==> src/rtl/mac_sequencer_pkg.sv <==
// Shared definitions for the MAC sequencer: FSM encoding, pipeline depth,
// result FIFO depth and an address-width helper.
package mac_sequencer_pkg;

    typedef enum logic [2:0] {
        ST_IDLE,
        ST_PREP,
        ST_ISSUE,
        ST_DRAIN,
        ST_DONE
    } state_t;

    localparam int MAC_LAT    = 4;
    localparam int FIFO_DEPTH = 2;

    // Never returns 0, so single-entry RAMs still get a 1-bit address.
    function automatic int addr_w(input int n);
        return (n > 1) ? $clog2(n) : 1;
    endfunction

endpackage

==> src/rtl/mac_sequencer_result_fifo.sv <==
// Small result FIFO with valid/ready pop; push and pop may coincide, even when
// full, because the head is read out combinationally before the write lands.
module result_fifo
    import mac_sequencer_pkg::*;
#(
    parameter int N     = 8,
    parameter int DEPTH = FIFO_DEPTH,
    parameter int CW    = $clog2(DEPTH + 1)
) (
    input  logic          clk,
    input  logic          reset,
    input  logic          push,
    input  logic [N-1:0]  push_data,
    input  logic          ready,
    output logic          valid,
    output logic [N-1:0]  data,
    output logic [CW-1:0] count
);
    localparam int PW = addr_w(DEPTH);

    logic [N-1:0]  mem_reg [DEPTH];
    logic [PW-1:0] rd_ptr_reg;
    logic [PW-1:0] wr_ptr_reg;
    logic [CW-1:0] count_reg;
    logic          pop;

    assign valid = (count_reg != '0);
    assign data  = mem_reg[rd_ptr_reg];
    assign count = count_reg;
    assign pop   = valid && ready;

    always_ff @(posedge clk or posedge reset) begin
        if (reset) begin
            for (int k = 0; k < DEPTH; k++) mem_reg[k] <= '0;
            rd_ptr_reg <= '0;
            wr_ptr_reg <= '0;
            count_reg  <= '0;
        end else begin
            if (push) begin
                mem_reg[wr_ptr_reg] <= push_data;
                wr_ptr_reg <= (wr_ptr_reg == PW'(DEPTH - 1)) ? '0 : wr_ptr_reg + 1'b1;
            end
            if (pop)
                rd_ptr_reg <= (rd_ptr_reg == PW'(DEPTH - 1)) ? '0 : rd_ptr_reg + 1'b1;
            if (push && !pop)
                count_reg <= count_reg + 1'b1;
            else if (pop && !push)
                count_reg <= count_reg - 1'b1;
        end
    end

endmodule

==> src/rtl/mac_sequencer.sv <==
// Walks weight/input RAMs into a single MAC engine, one neuron at a time,
// and streams one downscaled result per neuron out through a 2-entry FIFO.
module mac_sequencer
    import mac_sequencer_pkg::*;
#(
    parameter int N         = 8,
    parameter int N_INPUTS  = 16,
    parameter int N_NEURONS = 4,
    parameter int WA_W      = addr_w(N_INPUTS * N_NEURONS),
    parameter int XA_W      = addr_w(N_INPUTS)
) (
    input  logic            clk,
    input  logic            reset,
    input  logic            start,
    output logic            busy,
    output logic            done,
    output logic            w_rd_en,
    output logic [WA_W-1:0] w_addr,
    input  logic [N-1:0]    w_data,
    output logic            x_rd_en,
    output logic [XA_W-1:0] x_addr,
    input  logic [N-1:0]    x_data,
    output logic [N-1:0]    mac_weight,
    output logic [N-1:0]    mac_in,
    output logic            mac_reset,
    output logic            mac_forget,
    output logic            mac_oe,
    input  logic [N-1:0]    mac_out,
    output logic            res_valid,
    output logic [N-1:0]    res_data,
    input  logic            res_ready
);
    localparam int TOTAL = N_INPUTS * N_NEURONS;
    localparam int CW    = $clog2(FIFO_DEPTH + 1);

    state_t            state_reg;
    logic [WA_W-1:0]   w_addr_reg;
    logic [XA_W-1:0]   i_reg;
    logic [1:0]        inflight_reg;
    logic              busy_reg;
    logic              done_reg;
    logic              mac_reset_reg;
    logic [N-1:0]      mac_weight_reg;
    logic [N-1:0]      mac_in_reg;
    logic              valid_reg;
    logic [MAC_LAT-2:0] first_pipe_reg;
    logic [MAC_LAT-1:0] last_pipe_reg;
    logic [CW-1:0]     fifo_count;

    logic issue;
    logic first_smp;
    logic last_smp;
    logic last_all;

    // A new neuron needs a guaranteed FIFO slot for its result before it starts.
    assign issue     = (state_reg == ST_ISSUE) &&
                       ((i_reg != '0) || (int'(fifo_count) + int'(inflight_reg) < FIFO_DEPTH));
    assign first_smp = issue && (i_reg == '0);
    assign last_smp  = issue && (i_reg == XA_W'(N_INPUTS - 1));
    assign last_all  = last_smp && (w_addr_reg == WA_W'(TOTAL - 1));

    assign w_rd_en    = issue;
    assign x_rd_en    = issue;
    assign w_addr     = w_addr_reg;
    assign x_addr     = i_reg;
    assign busy       = busy_reg;
    assign done       = done_reg;
    assign mac_reset  = mac_reset_reg;
    assign mac_weight = mac_weight_reg;
    assign mac_in     = mac_in_reg;
    assign mac_forget = first_pipe_reg[MAC_LAT-2];
    assign mac_oe     = last_pipe_reg[MAC_LAT-1];

    // Sample tags ride alongside the RAM/MAC data: stage 0 is RAM data valid.
    always_ff @(posedge clk or posedge reset) begin
        if (reset) begin
            valid_reg      <= 1'b0;
            first_pipe_reg <= '0;
            last_pipe_reg  <= '0;
            mac_weight_reg <= '0;
            mac_in_reg     <= '0;
        end else begin
            valid_reg      <= issue;
            first_pipe_reg <= {first_pipe_reg[MAC_LAT-3:0], first_smp};
            last_pipe_reg  <= {last_pipe_reg[MAC_LAT-2:0], last_smp};
            mac_weight_reg <= valid_reg ? w_data : '0;
            mac_in_reg     <= valid_reg ? x_data : '0;
        end
    end

    always_ff @(posedge clk or posedge reset) begin
        if (reset) begin
            state_reg     <= ST_IDLE;
            w_addr_reg    <= '0;
            i_reg         <= '0;
            inflight_reg  <= '0;
            busy_reg      <= 1'b0;
            done_reg      <= 1'b0;
            mac_reset_reg <= 1'b0;
        end else begin
            done_reg      <= 1'b0;
            mac_reset_reg <= 1'b0;

            if (first_smp && !mac_oe)
                inflight_reg <= inflight_reg + 2'd1;
            else if (mac_oe && !first_smp)
                inflight_reg <= inflight_reg - 2'd1;

            case (state_reg)
                ST_IDLE: begin
                    if (start) begin
                        state_reg     <= ST_PREP;
                        busy_reg      <= 1'b1;
                        mac_reset_reg <= 1'b1;
                    end
                end
                ST_PREP: begin
                    state_reg  <= ST_ISSUE;
                    w_addr_reg <= '0;
                    i_reg      <= '0;
                end
                ST_ISSUE: begin
                    if (issue) begin
                        w_addr_reg <= last_all ? '0 : w_addr_reg + 1'b1;
                        i_reg      <= last_smp ? '0 : i_reg + 1'b1;
                        if (last_all) state_reg <= ST_DRAIN;
                    end
                end
                ST_DRAIN: begin
                    if (inflight_reg == '0) begin
                        state_reg <= ST_DONE;
                        done_reg  <= 1'b1;
                    end
                end
                ST_DONE: begin
                    state_reg <= ST_IDLE;
                    busy_reg  <= 1'b0;
                end
                default: state_reg <= ST_IDLE;
            endcase
        end
    end

    result_fifo #(.N(N), .DEPTH(FIFO_DEPTH), .CW(CW)) u_result_fifo (
        .clk       (clk),
        .reset     (reset),
        .push      (mac_oe),
        .push_data (mac_out),
        .ready     (res_ready),
        .valid     (res_valid),
        .data      (res_data),
        .count     (fifo_count)
    );

endmodule
==> config.mk <==
export PLATFORM = sky130hd
export DESIGN_NAME = mac_sequencer
export DESIGN_NICKNAME = d
export VERILOG_FILES = /design/src/rtl/mac_sequencer_pkg.sv /design/src/rtl/mac_sequencer_result_fifo.sv /design/src/rtl/mac_sequencer.sv
export SDC_FILE = /design/constraint.sdc
export NUM_CORES = 1
export LEC_CHECK = 0
export CORE_MARGIN = 3
export CORE_UTILIZATION = 48
export DETAILED_ROUTE_END_ITERATION = 7
export PLACE_DENSITY = 0.85
export SLEW_MARGIN = 20
export SYNTH_ARGS = -nofsm -noshare
export SYNTH_HDL_FRONTEND = slang
export SYNTH_SLANG_ARGS = --single-unit
export TNS_END_PERCENT = 5
==> constraint.sdc <==
create_clock -name clk -period 3.3 [get_ports clk]
set_clock_uncertainty 0.2 [all_clocks]
set_input_delay 0.33 -clock clk [delete_from_list [all_inputs] [get_ports clk]]
set_output_delay 0.33 -clock clk [all_outputs]
set_load 0.01 [all_outputs]
==> impl_metrics.yaml, run 1 <==
clock_tree:
  clk_path_buf_depth: 2
  clkSinkCount: 62
  cts.reportedPaths.clkPinSlew_ps: 70
  cts_resized: 0
  postCtsSetupRepairBufs: 0
  insertion_delay_ps: 330
  cts_tree: "built"
  htreeDepth: 3
  root_buffer: "clkbuf_8"
  cts_hold_buffers: 0
  numCtsBuffers: 9
finish:
  fin_area_mm2: 0.003497
  layout.cells.non_filler: 354
  filler_cell_count: 377
  largest_reg_flops: 16
  antenna_cells: 0
  drive_gt1_share_pct: 16.03
  area_delta_synth_final_pct: 36.74
  multi_input_area_um2: 929.6
  register_area_mm2: 0.001551
  finalNetCount: 316
detailed_routing:
  ant_nets: 0
  drc: 0
  drtPass1Iterations: 4
  vias: 1724
  wirelength_um: 4982
  vias_per_cell: 4.870
  drt_iter0_drc: 63
  wl_per_cell_um: 14.07
synthesis:
  synth_edf_count: 0
  ys_seq_area_share_pct: 60.67
  syn-cell-area_mm2: 0.002557
  synth_nets: 241
  ys_types: 33
  synth-seq-cells: 62
  netlist_instances: 207
  synthFlopType: "dfrtp_1"
  avgSynthCellArea_um2: 12.35
  yosysWarningCount: 0
  async_reset_ff_share_pct: 100.0
worst_setup_path:
  crit_family: "buffers and inverters"
  slowest_stage: "clkdlybuf4s50_1"
  critPathLaunchType: "register"
  cp_max_fo: 6
  cp_data_arrival_time_ps: 2330
  critPathRequiredTime_ps: 2770
  cp_slowest_stage_delay_ps: 550
  cp_num_buf_inv: 2
  path_common_cell: "nand2_1"
  end_kind: "output pin"
  path_cells: "nand2_1, fa_1, nand2_1, nand2_1, nand2_1, inv_1, clkdlybuf4s50_1"
  critPathKind: "reg2out"
power_and_ir_drop:
  p_leak_uw: 0.001568
  max-vdd-ir-drop_mv: 0.5486
  p_per_area_mw_per_mm2: 925.0
place:
  placedCellCount: 338
  hpwl_um: 3611
  port_buffers: 69
  placed_area_mm2: 0.003308
  gp_congestion: 0.7959
job:
  drv_cap: 0
floorplan:
  fp.dieH_um: 79.00
  design.core.area_mm2: 0.004942
  die_w_um: 79.00
  rows: 25
  ios: 70
  die_area_mm2: 0.006240
  initial_core_util_pct: 51.75
timing:
  max_freq_mhz: 350.2
  whs_ps: 111.5
  timing.final.max_slew_violations: 0
  hold_viol: 0
  grt_setup_unrepaired: "false"
  period_share_pct: 86.53
  finalSetupTns_ps: 0
  tightest_slew_ps: 676.4
  min_period_ps: 2855
  finalSetupViolCount: 0
  slew_headroom_pct: 54.74
grt:
  antenna_found_initial: 0
  grt_pass1_vias: 1886
  grt_max_degree: 42
  grt.overflow.total: 0
  track_usage_pct: 18.42
  grt_pass1_wl_um: 8721
worst_hold_path:
  hold_class: "in2async"
outcome:
  status: "complete, no violations"
## power breakdown
group / switching, uW / leakage, uW / internal, uW / total (uW)
combinational: 592 / 0.000678 / 763 / 1350
clock: 282 / 0.0000948 / 342 / 624
sequential: 228 / 0.000795 / 1030 / 1260
total: 1100 / 0.00157 / 2130 / 3230
## routing by layer
metal | vias up | GRT usage, % | share of wire, %
met5 | - | 0 | 0
met1 | 805 | 21.50 | 42
li1 | 850 | - | -
met2 | 59 | 30.05 | 49
met3 | 10 | 5.782 | 6.6
met4 | 0 | 10.31 | 2.3
## cells by family after synthesis
logic type / after synthesis / share of synthesized area [%]
mux: 25 / 10.96
xor+xnor: 9 / 3.082
simple gates: 63 / 13.36
flops: 62 / 60.67
fa+ha+maj: 6 / 3.229
compound gates: 25 / 5.724
buf+inv: 17 / 2.984
## Yosys cell counts (3+ instances only)
library cell	n	share of area [%]
dfrtp_1	62	61
mux2_2	24	11
and2_1	17	4.2
nand2_1	12	1.8
inv_1	10	1.5
o21ai_0	10	2.0
a21oi_1	8	1.6
nor2_1	7	1.0
nand3_1	6	1.2
xnor2_1	6	2.1
and3_1	5	1.2
ha_1	5	2.4
buf_4	3	0.88
clkbuf_1	3	0.44
nand2b_1	3	0.73
xor2_1	3	1.0
## final timing paths
check / start / to / slack, ps / depth (start not counted)
worst max register to register: inflight_reg[0]$_DFFE_PP0P_ / w_addr[5]$_DFFE_PP0P_ / 620 / 6
worst min-delay path: reset / mac_weight[7]$_DFF_PP0_ / 110 / 2
max in group asynchronous: reset / u_result_fifo.mem_reg[6]$_DFFE_PP0P_ / 1940 / 3
worst max-delay path: inflight_reg[0]$_DFFE_PP0P_ / x_rd_en / 440 / 7
worst min register to register: last_pipe_reg[2]$_DFF_PP0_ / last_pipe_reg[3]$_DFF_PP0_ / 150 / 0
min in group clk: last_pipe_reg[2]$_DFF_PP0_ / last_pipe_reg[3]$_DFF_PP0_ / 150 / 0
## stage by stage
step                setup WS [ps]  utilization, %  power, uW
floorplan                   950.6               -       2035
global placement            719.4           66.94       2582
detailed placement          666.8           66.94       2626
CTS                         417.5           70.76       3277
global route                224.9           70.76       3499
finish                      444.6           70.76       3235
## cells in the final DEF (no fill, tap or decap), types with 6 or more instances in the layout
master / instances
clkbuf_8: 9
a21oi_1: 8
and2_1: 17
xnor2_1: 6
clkdlybuf4s50_1: 69
nand2_1: 12
nand3_1: 6
nor2_1: 7
dfrtp_1: 62
inv_1: 9
mux2_2: 24
o21ai_0: 10
## area by class of cell
type,count,area share [%]
clock buffers,9,3.542
clock inverters,7,1.860
inverters,10,1.073
multi-input cells,128,26.58
flip-flops and latches,62,44.37
well taps,67,2.397
repair buffers,71,20.18
No activity file was read; power rests on OpenSTA's default activity.
==> inputs of run 2 (changes only) <==
CORE_UTILIZATION = 50   (was 48)
PLACE_DENSITY = 0.88   (was 0.85)
clock period = 3.6 ns   (was 3.3 ns; I/O delays follow)
==> run 2 against run 1 <==
Compared with the run above:
- largest cell class unchanged
- utilization is 1.8 points higher
- clock-buffer cell count up 3
- critical endpoint is now w_rd_en
- first-iteration DRC count is 3.2% lower
- non-clock buffer count shrank 1
- final cell count decreased by 0.28%
==> impl_metrics.yaml, run 2 (same netlist as run 1, synthesis figures left out) <==
worst_setup_path:
  path_common_cell: "nand2_1"
  r2r_start: "inflight_reg[0]$_DFFE_PP0P_"
  critPathKind: "reg2out"
  cp_data_arrival_time_ps: 2390
  critPathLaunchType: "register"
  end_kind: "output pin"
  cp_max_fo: 6
  slowest_stage: "clkdlybuf4s50_1"
  cp_num_buf_inv: 2
  crit_family: "buffers and inverters"
  path_cells: "nand2_1, fa_1, nand2_1, nand2_1, nand2_1, inv_1, clkdlybuf4s50_1"
  critPathRequiredTime_ps: 3040
  crit_start: "inflight_reg[0]$_DFFE_PP0P_"
  cp_slowest_stage_delay_ps: 550
clock_tree:
  clk_path_buf_depth: 2
  cts.reportedPaths.clkPinSlew_ps: 60
  cts_hold_buffers: 0
  clkSinkCount: 62
  cts_resized: 0
  numCtsBuffers: 9
  root_buffer: "clkbuf_8"
  cts_tree: "built"
  htreeDepth: 3
  postCtsSetupRepairBufs: 0
  insertion_delay_ps: 330
grt:
  antenna_found_initial: 0
  grt_pass1_wl_um: 8473
  track_usage_pct: 18.22
  grt_pass1_vias: 1840
  grt_max_degree: 36
  grt.overflow.total: 0
power_and_ir_drop:
  max-vdd-ir-drop_mv: 0.7173
  p_per_area_mw_per_mm2: 864.5
  fin_total_pwr_uw: 3039
  p_leak_uw: 0.001579
finish:
  drive_gt1_share_pct: 15.03
  fin_area_mm2: 0.003516
  final_cell_mix: "69 x clkdlybuf4s50_1, 62 x dfrtp_1, 24 x mux2_2"
  largest_reg_flops: 16
  finalNetCount: 315
  final_common_cell: "clkdlybuf4s50_1"
  antenna_cells: 0
  area_delta_synth_final_pct: 37.48
place:
  port_buffers: 69
  hpwl_um: 3488
  gp_congestion: 0.8131
  dpl_worst_slack_ps: 939.9
  placed_area_mm2: 0.003301
timing:
  min_period_ps: 2953
  tightest_slew_ps: 733.2
  slew_headroom_pct: 50.94
  period_share_pct: 82.01
  max_freq_mhz: 338.7
  finalSetupTns_ps: 0
  timing.final.max_slew_violations: 0
  hold_viol: 0
  grt_setup_unrepaired: "false"
  setup_slack_ps: 647.5
  finalSetupViolCount: 0
worst_hold_path:
  hold_class: "reg2reg"
  min_from: "first_pipe_reg[0]$_DFF_PP0_"
job:
  drv_cap: 0
detailed_routing:
  wirelength_um: 4926
  vias_per_cell: 5.082
  drtPass1Iterations: 5
  wl_per_cell_um: 13.95
  vias: 1794
  ant_nets: 0
  drc: 0
  drt_iter0_drc: 61
floorplan:
  die_area_mm2: 0.006009
  fp.dieH_um: 77.52
  initial_core_util_pct: 52.75
  design.core.area_mm2: 0.004848
  ios: 70
  rows: 25
  die_w_um: 77.52
outcome:
  status: "complete, no violations"
[run 2: worst reg2reg max path: cells and delay by family (launching register included)]
kind                       cells  cell delay (ps)
AOI/OAI and AO/OA              2              690
and+or+nand+nor                3              780
DFF                            1              470
adders and majority gates      1              490
[run 2: report_power, final]
part,total [uW],internal (uW),leakage (uW),switching (uW)
clock network,651,407,0.000110,245
registers,1150,942,0.000795,210
logic,1240,691,0.000674,546
[run 2: per-stage QoR]
step                      std cells  util [%]  hold WS (ps)
after global placement          337     68.08         132.9
after detailed placement        337     68.08         136.2
after floorplan                 207         -         131.2
after CTS                       353     72.52         151.5
final                           353     72.52         149.2
after global routing            353     72.52         164.5
[run 2: worst paths after layout]
| check | end | slack, ps | cells past startpoint |
|---|---|---|---|
| max in group asynchronous | w_addr[3]$_DFFE_PP0P_ | 2120 | 3 |
| min | first_pipe_reg[1]$_DFF_PP0_ | 150 | 0 |
| min in group asynchronous | mac_weight[3]$_DFF_PP0_ | 260 | 2 |
| max reg2reg | w_addr[5]$_DFFE_PP0P_ | 910 | 6 |
| max | w_rd_en | 650 | 7 |
| min reg2reg | first_pipe_reg[1]$_DFF_PP0_ | 150 | 0 |
[run 2: area by class of cell]
| cell class | count | area (um2) |
|---|---|---|
| Clock inverter | 4 | 70.07 |
| Inverter | 10 | 37.54 |
| Tap cell | 67 | 83.83 |
| Fill cell | 330 | 1333 |
| Timing Repair Buffer | 70 | 698.2 |
| Clock buffer | 12 | 145.1 |
| Sequential cell | 62 | 1551 |
| Multi-Input combinational cell | 128 | 929.6 |
[run 2: metal layers]
layer / vias to the layer above / global-route usage [%] / part of all wire (%)
met1: 871 / 22.01 / 43
li1: 850 / - / -
met2: 67 / 29.10 / 48
met5: - / 0 / 0
met4: 0 / 7.473 / 1.0
met3: 6 / 7.309 / 8.1
